**src/rtl/sr_ff_ctrl_pkg.sv**
```systemverilog
// Shared types and constants for the SR flip-flop command arbiter.
// FSM state encoding, S/R drive codes and the read-back counter width.
package sr_ff_ctrl_pkg;

  typedef enum logic [1:0] {
    IDLE  = 2'd0,
    ISSUE = 2'd1,
    CHECK = 2'd2
  } state_t;

  // {S,R} drive codes; 2'b11 is deliberately absent.
  localparam logic [1:0] SR_HOLD = 2'b00;
  localparam logic [1:0] SR_SET  = 2'b10;
  localparam logic [1:0] SR_CLR  = 2'b01;

  localparam int CNT_W = 8;

  function automatic logic [1:0] sr_drive(input logic set_op);
    return set_op ? SR_SET : SR_CLR;
  endfunction

endpackage

```
**src/rtl/rr_arbiter.sv**
```systemverilog
// Combinational round-robin arbiter: searches from last_grant+1 (mod N)
// and returns a one-hot grant, its index and a valid flag.
module rr_arbiter #(
  parameter int N  = 4,
  parameter int IW = 2
) (
  input  logic [N-1:0]  req,
  input  logic [IW-1:0] last_grant,
  output logic [N-1:0]  grant,
  output logic [IW-1:0] grant_idx,
  output logic          grant_valid
);

  int            sum;
  logic [IW-1:0] idx;

  always_comb begin
    grant       = '0;
    grant_idx   = '0;
    grant_valid = 1'b0;
    sum         = 0;
    idx         = '0;
    for (int i = 1; i <= N; i++) begin
      // Wrap without a modulo so non-power-of-two N stays cheap.
      sum = int'(last_grant) + i;
      if (sum >= N) sum = sum - N;
      idx = IW'(sum);
      if (!grant_valid && req[idx]) begin
        grant_valid = 1'b1;
        grant[idx]  = 1'b1;
        grant_idx   = idx;
      end
    end
  end

endmodule

```
**src/rtl/sr_ff_arbiter.sv**
```systemverilog
// Round-robin command sequencer in front of a shared SR flip-flop.
// Define SR_FF_READBACK_EN to add the CHECK state, Q compare, timeout and err.
module sr_ff_arbiter
  import sr_ff_ctrl_pkg::*;
#(
  parameter int N       = 4,
  parameter int TIMEOUT = 4
) (
  input  logic         clk,
  input  logic         rst_n,
  input  logic [N-1:0] req,
  input  logic [N-1:0] op,
  input  logic         Q,
  output logic [N-1:0] ack,
  output logic         err,
  output logic         S,
  output logic         R,
  output logic         busy,
  output logic [1:0]   dbg_state
);

  localparam int IW = $clog2(N);
  localparam logic [CNT_W-1:0] TIMEOUT_LAST = CNT_W'(TIMEOUT - 1);

  // Handshake: a requester raises req (with op stable) and holds it until it
  // sees its one-cycle ack; ack is the only completion indication.

  state_t        state_q, state_d;
  logic [IW-1:0] last_q, last_d;
  logic [N-1:0]  oh_q, oh_d;
  logic [1:0]    sr_q, sr_d;
  logic [N-1:0]  ack_q, ack_d;

  logic [N-1:0]  arb_grant;
  logic [IW-1:0] arb_idx;
  logic          arb_valid;

`ifdef SR_FF_READBACK_EN
  logic             op_q, op_d;
  logic             err_q, err_d;
  logic [CNT_W-1:0] cnt_q, cnt_d;
`else
  logic unused_cfg;
  assign unused_cfg = Q ^ (^TIMEOUT_LAST);
`endif

  rr_arbiter #(
    .N  (N),
    .IW (IW)
  ) u_rr_arbiter (
    .req         (req),
    .last_grant  (last_q),
    .grant       (arb_grant),
    .grant_idx   (arb_idx),
    .grant_valid (arb_valid)
  );

  always_comb begin
    state_d = state_q;
    last_d  = last_q;
    oh_d    = oh_q;
    sr_d    = SR_HOLD;
    ack_d   = '0;
`ifdef SR_FF_READBACK_EN
    op_d    = op_q;
    err_d   = 1'b0;
    cnt_d   = cnt_q;
`endif
    case (state_q)
      IDLE: begin
        // Skip the cycle in which ack is out: the served requester still
        // shows req there and must not be mistaken for a new request.
        if (arb_valid && (ack_q == '0)) begin
          state_d = ISSUE;
          last_d  = arb_idx;
          oh_d    = arb_grant;
          sr_d    = sr_drive(|(op & arb_grant));
`ifdef SR_FF_READBACK_EN
          op_d    = |(op & arb_grant);
`endif
        end
      end
      ISSUE: begin
`ifdef SR_FF_READBACK_EN
        state_d = CHECK;
        cnt_d   = '0;
`else
        state_d = IDLE;
        ack_d   = oh_q;
`endif
      end
`ifdef SR_FF_READBACK_EN
      CHECK: begin
        if (Q == op_q) begin
          state_d = IDLE;
          ack_d   = oh_q;
        end else if (cnt_q == TIMEOUT_LAST) begin
          state_d = IDLE;
          ack_d   = oh_q;
          err_d   = 1'b1;
        end else begin
          cnt_d = cnt_q + 1'b1;
        end
      end
`endif
      default: state_d = IDLE;
    endcase
  end

  always_ff @(posedge clk or negedge rst_n) begin
    if (!rst_n) begin
      state_q <= IDLE;
      last_q  <= IW'(N - 1);
      oh_q    <= '0;
      sr_q    <= SR_HOLD;
      ack_q   <= '0;
    end else begin
      state_q <= state_d;
      last_q  <= last_d;
      oh_q    <= oh_d;
      sr_q    <= sr_d;
      ack_q   <= ack_d;
    end
  end

`ifdef SR_FF_READBACK_EN
  always_ff @(posedge clk or negedge rst_n) begin
    if (!rst_n) begin
      op_q  <= 1'b0;
      err_q <= 1'b0;
      cnt_q <= '0;
    end else begin
      op_q  <= op_d;
      err_q <= err_d;
      cnt_q <= cnt_d;
    end
  end
  assign err = err_q;
`else
  assign err = 1'b0;
`endif

  assign S         = sr_q[1];
  assign R         = sr_q[0];
  assign ack       = ack_q;
  assign busy      = (state_q != IDLE);
  assign dbg_state = state_q;

endmodule
```
**config.mk**
```make
export PLATFORM = sky130hd
export DESIGN_NAME = sr_ff_arbiter
export DESIGN_NICKNAME = d
export VERILOG_FILES = /design/src/rtl/sr_ff_ctrl_pkg.sv /design/src/rtl/rr_arbiter.sv /design/src/rtl/sr_ff_arbiter.sv
export SDC_FILE = /design/constraint.sdc
export NUM_CORES = 1
export LEC_CHECK = 0
export ABC_AREA = 1
export CAP_MARGIN = 10
export CORE_MARGIN = 1.5
export CORE_UTILIZATION = 35
export CTS_CLUSTER_DIAMETER = 30
export DETAILED_ROUTE_END_ITERATION = 16
export PLACE_DENSITY_LB_ADDON = 0.2
export SKIP_CTS_REPAIR_TIMING = 1
export SLEW_MARGIN = 20
export SYNTH_ARGS = -nofsm -noshare
export SYNTH_HDL_FRONTEND = slang
export SYNTH_SLANG_ARGS = --single-unit
```
**constraint.sdc**
```tcl
create_clock -name clk -period 2.6 [get_ports clk]
set_clock_uncertainty 0.15 [all_clocks]
set_input_delay 0.26 -clock clk [delete_from_list [all_inputs] [get_ports clk]]
set_output_delay 0.26 -clock clk [all_outputs]
set_load 0.1 [all_outputs]
```
==> results of run 1 <==
worst reg2reg max path, delay by kind of cell, from the launching register on:
family / cells / cell delay (ns)
simple gates: 7 / 0.80
fa+ha+maj: 1 / 0.36
flops: 1 / 0.54
buf+inv: 3 / 0.26
metrics by stage:
| stage | std cells | worst slack, ns |
|---|---|---|
| finish | 179 | 0.391 |
| global route | 179 | 0.200 |
| CTS | 179 | 0.380 |
| detailed placement | 175 | 0.400 |
| global placement | 175 | 0.399 |
| floorplan | 126 | 0.381 |
layout by cell type (no fill, tap or decap), types with 4 or more instances in the layout:
master	count
nand3_2	4
inv_1	10
dfrtp_1	11
nand2_1	40
buf_4	12
nand2_2	11
nand4_1	5
clkdlybuf4s50_1	9
ha_1	8
cell families (layout without fill, tap and decap cells):
group | after synthesis | count (layout) | synth area share (%)
flip-flops | 13 | 13 | 32.0
adder cells (fa/ha/maj) | 8 | 8 | 9.78
buffers and inverters | 15 | 37 | 6.60
other | 1 | 2 | 0.366
AO/OA/AOI/OAI | 10 | 10 | 7.33
AND/OR/NAND/NOR | 78 | 78 | 43.9
sequential cells by signal (all words and copies together), names as in the netlist:
signal / cells
last_q: 2
sr_q: 2
oh_q: 4
ack: 4
dbg_state: 1
routing by layer:
layer | track usage, % | share of wire, % | up-vias
li1 | - | - | 445
met1 | 19.5 | 52 | 376
met2 | 18.2 | 42 | 23
met3 | 3.40 | 4.7 | 2
met4 | 5.32 | 1.1 | 0
met5 | 0 | 0 | -
layout make-up:
class                      count  area share [%]
tap                           31            3.10
inverter                      12            3.60
sequential                    13            26.2
multi-input combinational     98            50.6
clock buffer                   4            2.10
timing repair buffer          21            14.4
final timing paths:
check	from	endpoint	slack [ns]
setup reg to reg	last_q[1]	oh_q[3]	0.39
hold reg to reg	oh_q[2]	ack[2]	0.32
max in group asynchronous	rst_n	last_q[1]	1.73
setup / recovery	last_q[1]	oh_q[3]	0.39
hold / removal	rst_n	oh_q[3]	0.20
min in group clk	oh_q[2]	ack[2]	0.32
==> results_dict.tcl, run 1 <==
set metrics [dict create \
    gr-total-overflow 0 \
    setup_viol 0 \
    path_max_fanout 7 \
    syn2layout_area_growth_pct 22.1 \
    yosysWarnings 0 \
    status "complete, no violations" \
    cts_buffers 3 \
    filler_cell_count 270 \
    synth.distinct_cells 29 \
    ys_ff_latch 13 \
    rows 19 \
    netlist_top_cells_area "dfrtp_1, nand2_1, ha_1" \
    wl_per_cell_um 10.9 \
    cts_buffer_depth 2 \
    min_period_ns 2.21 \
    io_buffer_count 17 \
    slowest_delay_ns 0.54 \
    cp-end-kind "flip-flop" \
    yosysMostFrequentCell "nand2_1" \
    dpl.hpwl_um 1590 \
    gp_congestion 0.817 \
    post-route-util_pct 45.3 \
    grt_pass1_vias 740 \
    holdCritPathClass "in -> async" \
    firstDrtPassIters 4 \
    io_pins 21 \
    grt_pass1_wl_um 3350 \
    drt-initial-drc-count 10 \
    clock_latency_ns 0.26 \
    route.detailed.drc 0 \
    critPathTopFamily "simple AND/OR/NAND/NOR gates" \
    yosysTopAreaCell "dfrtp_1" \
    reg2reg_depth 11 \
    fin_area_mm2 0.00125 \
    cp.depth 11 \
    clk_pin_slew_ns 0.07 \
    diodes 0 \
    criticalPathCategory "reg -> reg" \
    slew_headroom_pct 63.2 \
    tightest_slew_ns 0.551 \
    synth_area_mm2 0.00102 \
    vias 846 \
    max_cap_viol_count 0 \
    dieHeight_um 57.1 \
    viasPerCell 4.73 \
    cts_tree "done" \
    cp_slowest_cell "dfstp_2" \
    start_kind "flip-flop" \
    finalCritPeriodShare_pct 85.0 \
    core_mm2 0.00276 \
    synth_flop_cell "dfrtp_1" \
    cts_htree_levels 1 \
    cts_num_sinks 13 \
    grt_usage_pct 13.2 \
    start_util_pct 37.1 \
    rsz0062_at_grt "false" \
    syn_inst 125 \
    holdWs_ns 0.200 \
    crit_arrival_ns 2.22 \
    antenna_found_initial 0 \
    multiInputGateArea_um2 632 \
    synth_top_area_share_pct 26.9 \
    place_area_mm2 0.00122 \
    syn_avg_cell_area_um2 8.19 \
    synth_seq_area_share_pct 32.0 \
    drt-total-wl_um 1940 \
    cp.buffers_inverters 3 \
    hold_viol_final 0 \
    grt_max_degree 14 \
    fmax_mhz 453 \
    cts-root-buf "clkbuf_4" \
    postRouteAntennaNets 0 \
    drive_above_1_share_pct 30.4 \
    synth_top_cells_by_count "nand2_1, dfrtp_1, nand2_2" \
    setup_tns_ns 0 \
    final_max_slew_viol_count 0 \
    die_w_um 57.1 \
    required_ns 2.61 \
    regArea_um2 328 \
    layout.nets 168 \
    cp_cell_sequence "inv_1 > ha_1 > inv_1 > nand3_4 > nand2_4 > nor2_4 > nand4_1 > nand2_2 > inv_2 > nand2_1 > nand2_1" \
    die-area_mm2 0.00326 \
    synth_edf_count 0 \
    ys_async_sr_fraction_pct 100 \
]
Power of run 1 is left out: the tool's default activity adds up to more than one toggle a clock period on the data nets, which glitch-free logic cannot reach.
==> run 2, diff against run 1 <==
Clock period 2.6 ns to 1.9 ns, I/O delays scaled along.
==> results_dict.tcl, run 2 (synthesized netlist as in run 1, its figures left out) <==
set metrics [dict create \
    clock_latency_ns 0.26 \
    postRouteAntennaNets 0 \
    dr.max_layer_used "met3" \
    firstDrtPassIters 4 \
    cp-end-kind "flip-flop" \
    clk_pin_slew_ns 0.07 \
    die_w_um 57.1 \
    final_cell_mix "nand2_1, buf_4, nand2_2" \
    cts_buffers 3 \
    rr_startpoint "last_q[0]" \
    required_ns 1.91 \
    reg2reg_depth 10 \
    rsz0062_at_grt "true" \
    path_max_fanout 7 \
    cts_htree_levels 1 \
    syn2layout_area_growth_pct 45.1 \
    rows 19 \
    start_util_pct 37.1 \
    multiInputGateArea_um2 682 \
    grt_pass1_vias 895 \
    io_pins 21 \
    wl_met1_um 903 \
    worstSetupStartpoint "last_q[0]" \
    gr-total-overflow 0 \
    drt-initial-drc-count 11 \
    wl_per_cell_um 10.7 \
    setup_viol 9 \
    wl_met2_um 1180 \
    cts_tree "done" \
    regArea_um2 328 \
    viasPerCell 4.69 \
    start_kind "flip-flop" \
    reg2reg_slack_ns -0.14 \
    dieHeight_um 57.1 \
    io_buffer_count 17 \
    cts-root-buf "clkbuf_4" \
    slew_headroom_pct 62.4 \
    layout.nets 187 \
    grt_usage_pct 14.4 \
    gp_congestion 0.827 \
    failed_checks "setup timing" \
    drive_above_1_share_pct 44.9 \
    holdCritPathClass "in -> async" \
    criticalPathCategory "reg -> reg" \
    hold_viol_final 0 \
    finalCritPeriodShare_pct 108 \
    fmax_mhz 489 \
    met3_length_um 43 \
    layout_commonest_cell "nand2_1" \
    max_cap_viol_count 0 \
    post-route-util_pct 53.9 \
    tightest_slew_ns 0.562 \
    dpl.hpwl_um 1740 \
    filler_cell_count 280 \
    cts_num_sinks 13 \
    layout_setup_ws_ns -0.143 \
    dp_slack_ns -0.0997 \
    vias 928 \
    drt-total-wl_um 2130 \
    r2r_end "dbg_state[0]" \
    core_mm2 0.00276 \
    crit_arrival_ns 2.06 \
    place_inst 191 \
    min_period_ns 2.04 \
    diodes 0 \
    grt_pass1_wl_um 3750 \
    crit_end "dbg_state[0]" \
    final-instance-count-excl-fill 198 \
    final_max_slew_viol_count 0 \
    holdWs_ns 0.135 \
    status "finished, violations left" \
    route.detailed.drc 0 \
    grt_max_degree 14 \
    cts_buffer_depth 2 \
    antenna_found_initial 0 \
    die-area_mm2 0.00326 \
]
==> run 2: cell count changes in the layout (fill, tap and decap cells not counted), moves of 2 or more <==
cell,previous run,this run
buf_12,0,2
buf_4,12,27
buf_6,0,2
inv_1,10,8
inv_4,0,2
nand2_1,40,35
nand2_2,11,15
==> run 2: critical path, cell delays in order (launching register included) <==
cell and delay [ns]:
dfstp_2 0.58, inv_6 0.04, ha_4 0.29, inv_4 0.04, nand3_4 0.09, nand2_8 0.08, nor2_4 0.18, nand4_1 0.14
nand2_2 0.14, inv_2 0.07, buf_4 0.13
==> run 2: worst min-delay path by stage <==
stage          startpoint     end  slack [ns]  depth (start not counted)
2_1_floorplan       rst_n  ack[0]       -0.26                          0
3_3_place_gp      oh_q[2]  ack[2]        0.31                          2
3_5_place_dp      oh_q[2]  ack[2]        0.31                          2
4_1_cts             rst_n  ack[2]        0.14                          1
5_1_grt             rst_n  ack[3]        0.19                          1
6_report            rst_n  ack[2]        0.13                          1
==> run 2: layout make-up <==
| cell class | count | area share, % |
|---|---|---|
| inverter | 12 | 3.71 |
| clock buffer | 4 | 1.77 |
| tap | 31 | 2.61 |
| multi-input combinational | 98 | 45.9 |
| timing repair buffer | 40 | 23.9 |
| sequential | 13 | 22.1 |
==> run 2: metal layers <==
metal,global-route usage (%),vias to the layer above
li1,-,484
met1,17.8,431
met2,25.9,13
met3,0.680,0
met4,5.98,0
met5,0,-
==> run 2: metrics by stage <==
step | cell area, um^2 | setup TNS [ns]
6_report | 1490 | -0.892
2_1_floorplan | 1050 | -0.583
5_1_grt | 1490 | -1.78
3_3_place_gp | 1400 | -0.416
3_5_place_dp | 1400 | -0.639
4_1_cts | 1420 | -0.791
Power of run 2 is left out for the same reason.
==> run 3, diff against run 2 <==
Settings changed: CAP_MARGIN 10 to 20.
==> results of run 3 <==
The final DEF is identical to that of run 2; final timing and power are the same.
Power of run 3 is left out for the same reason.
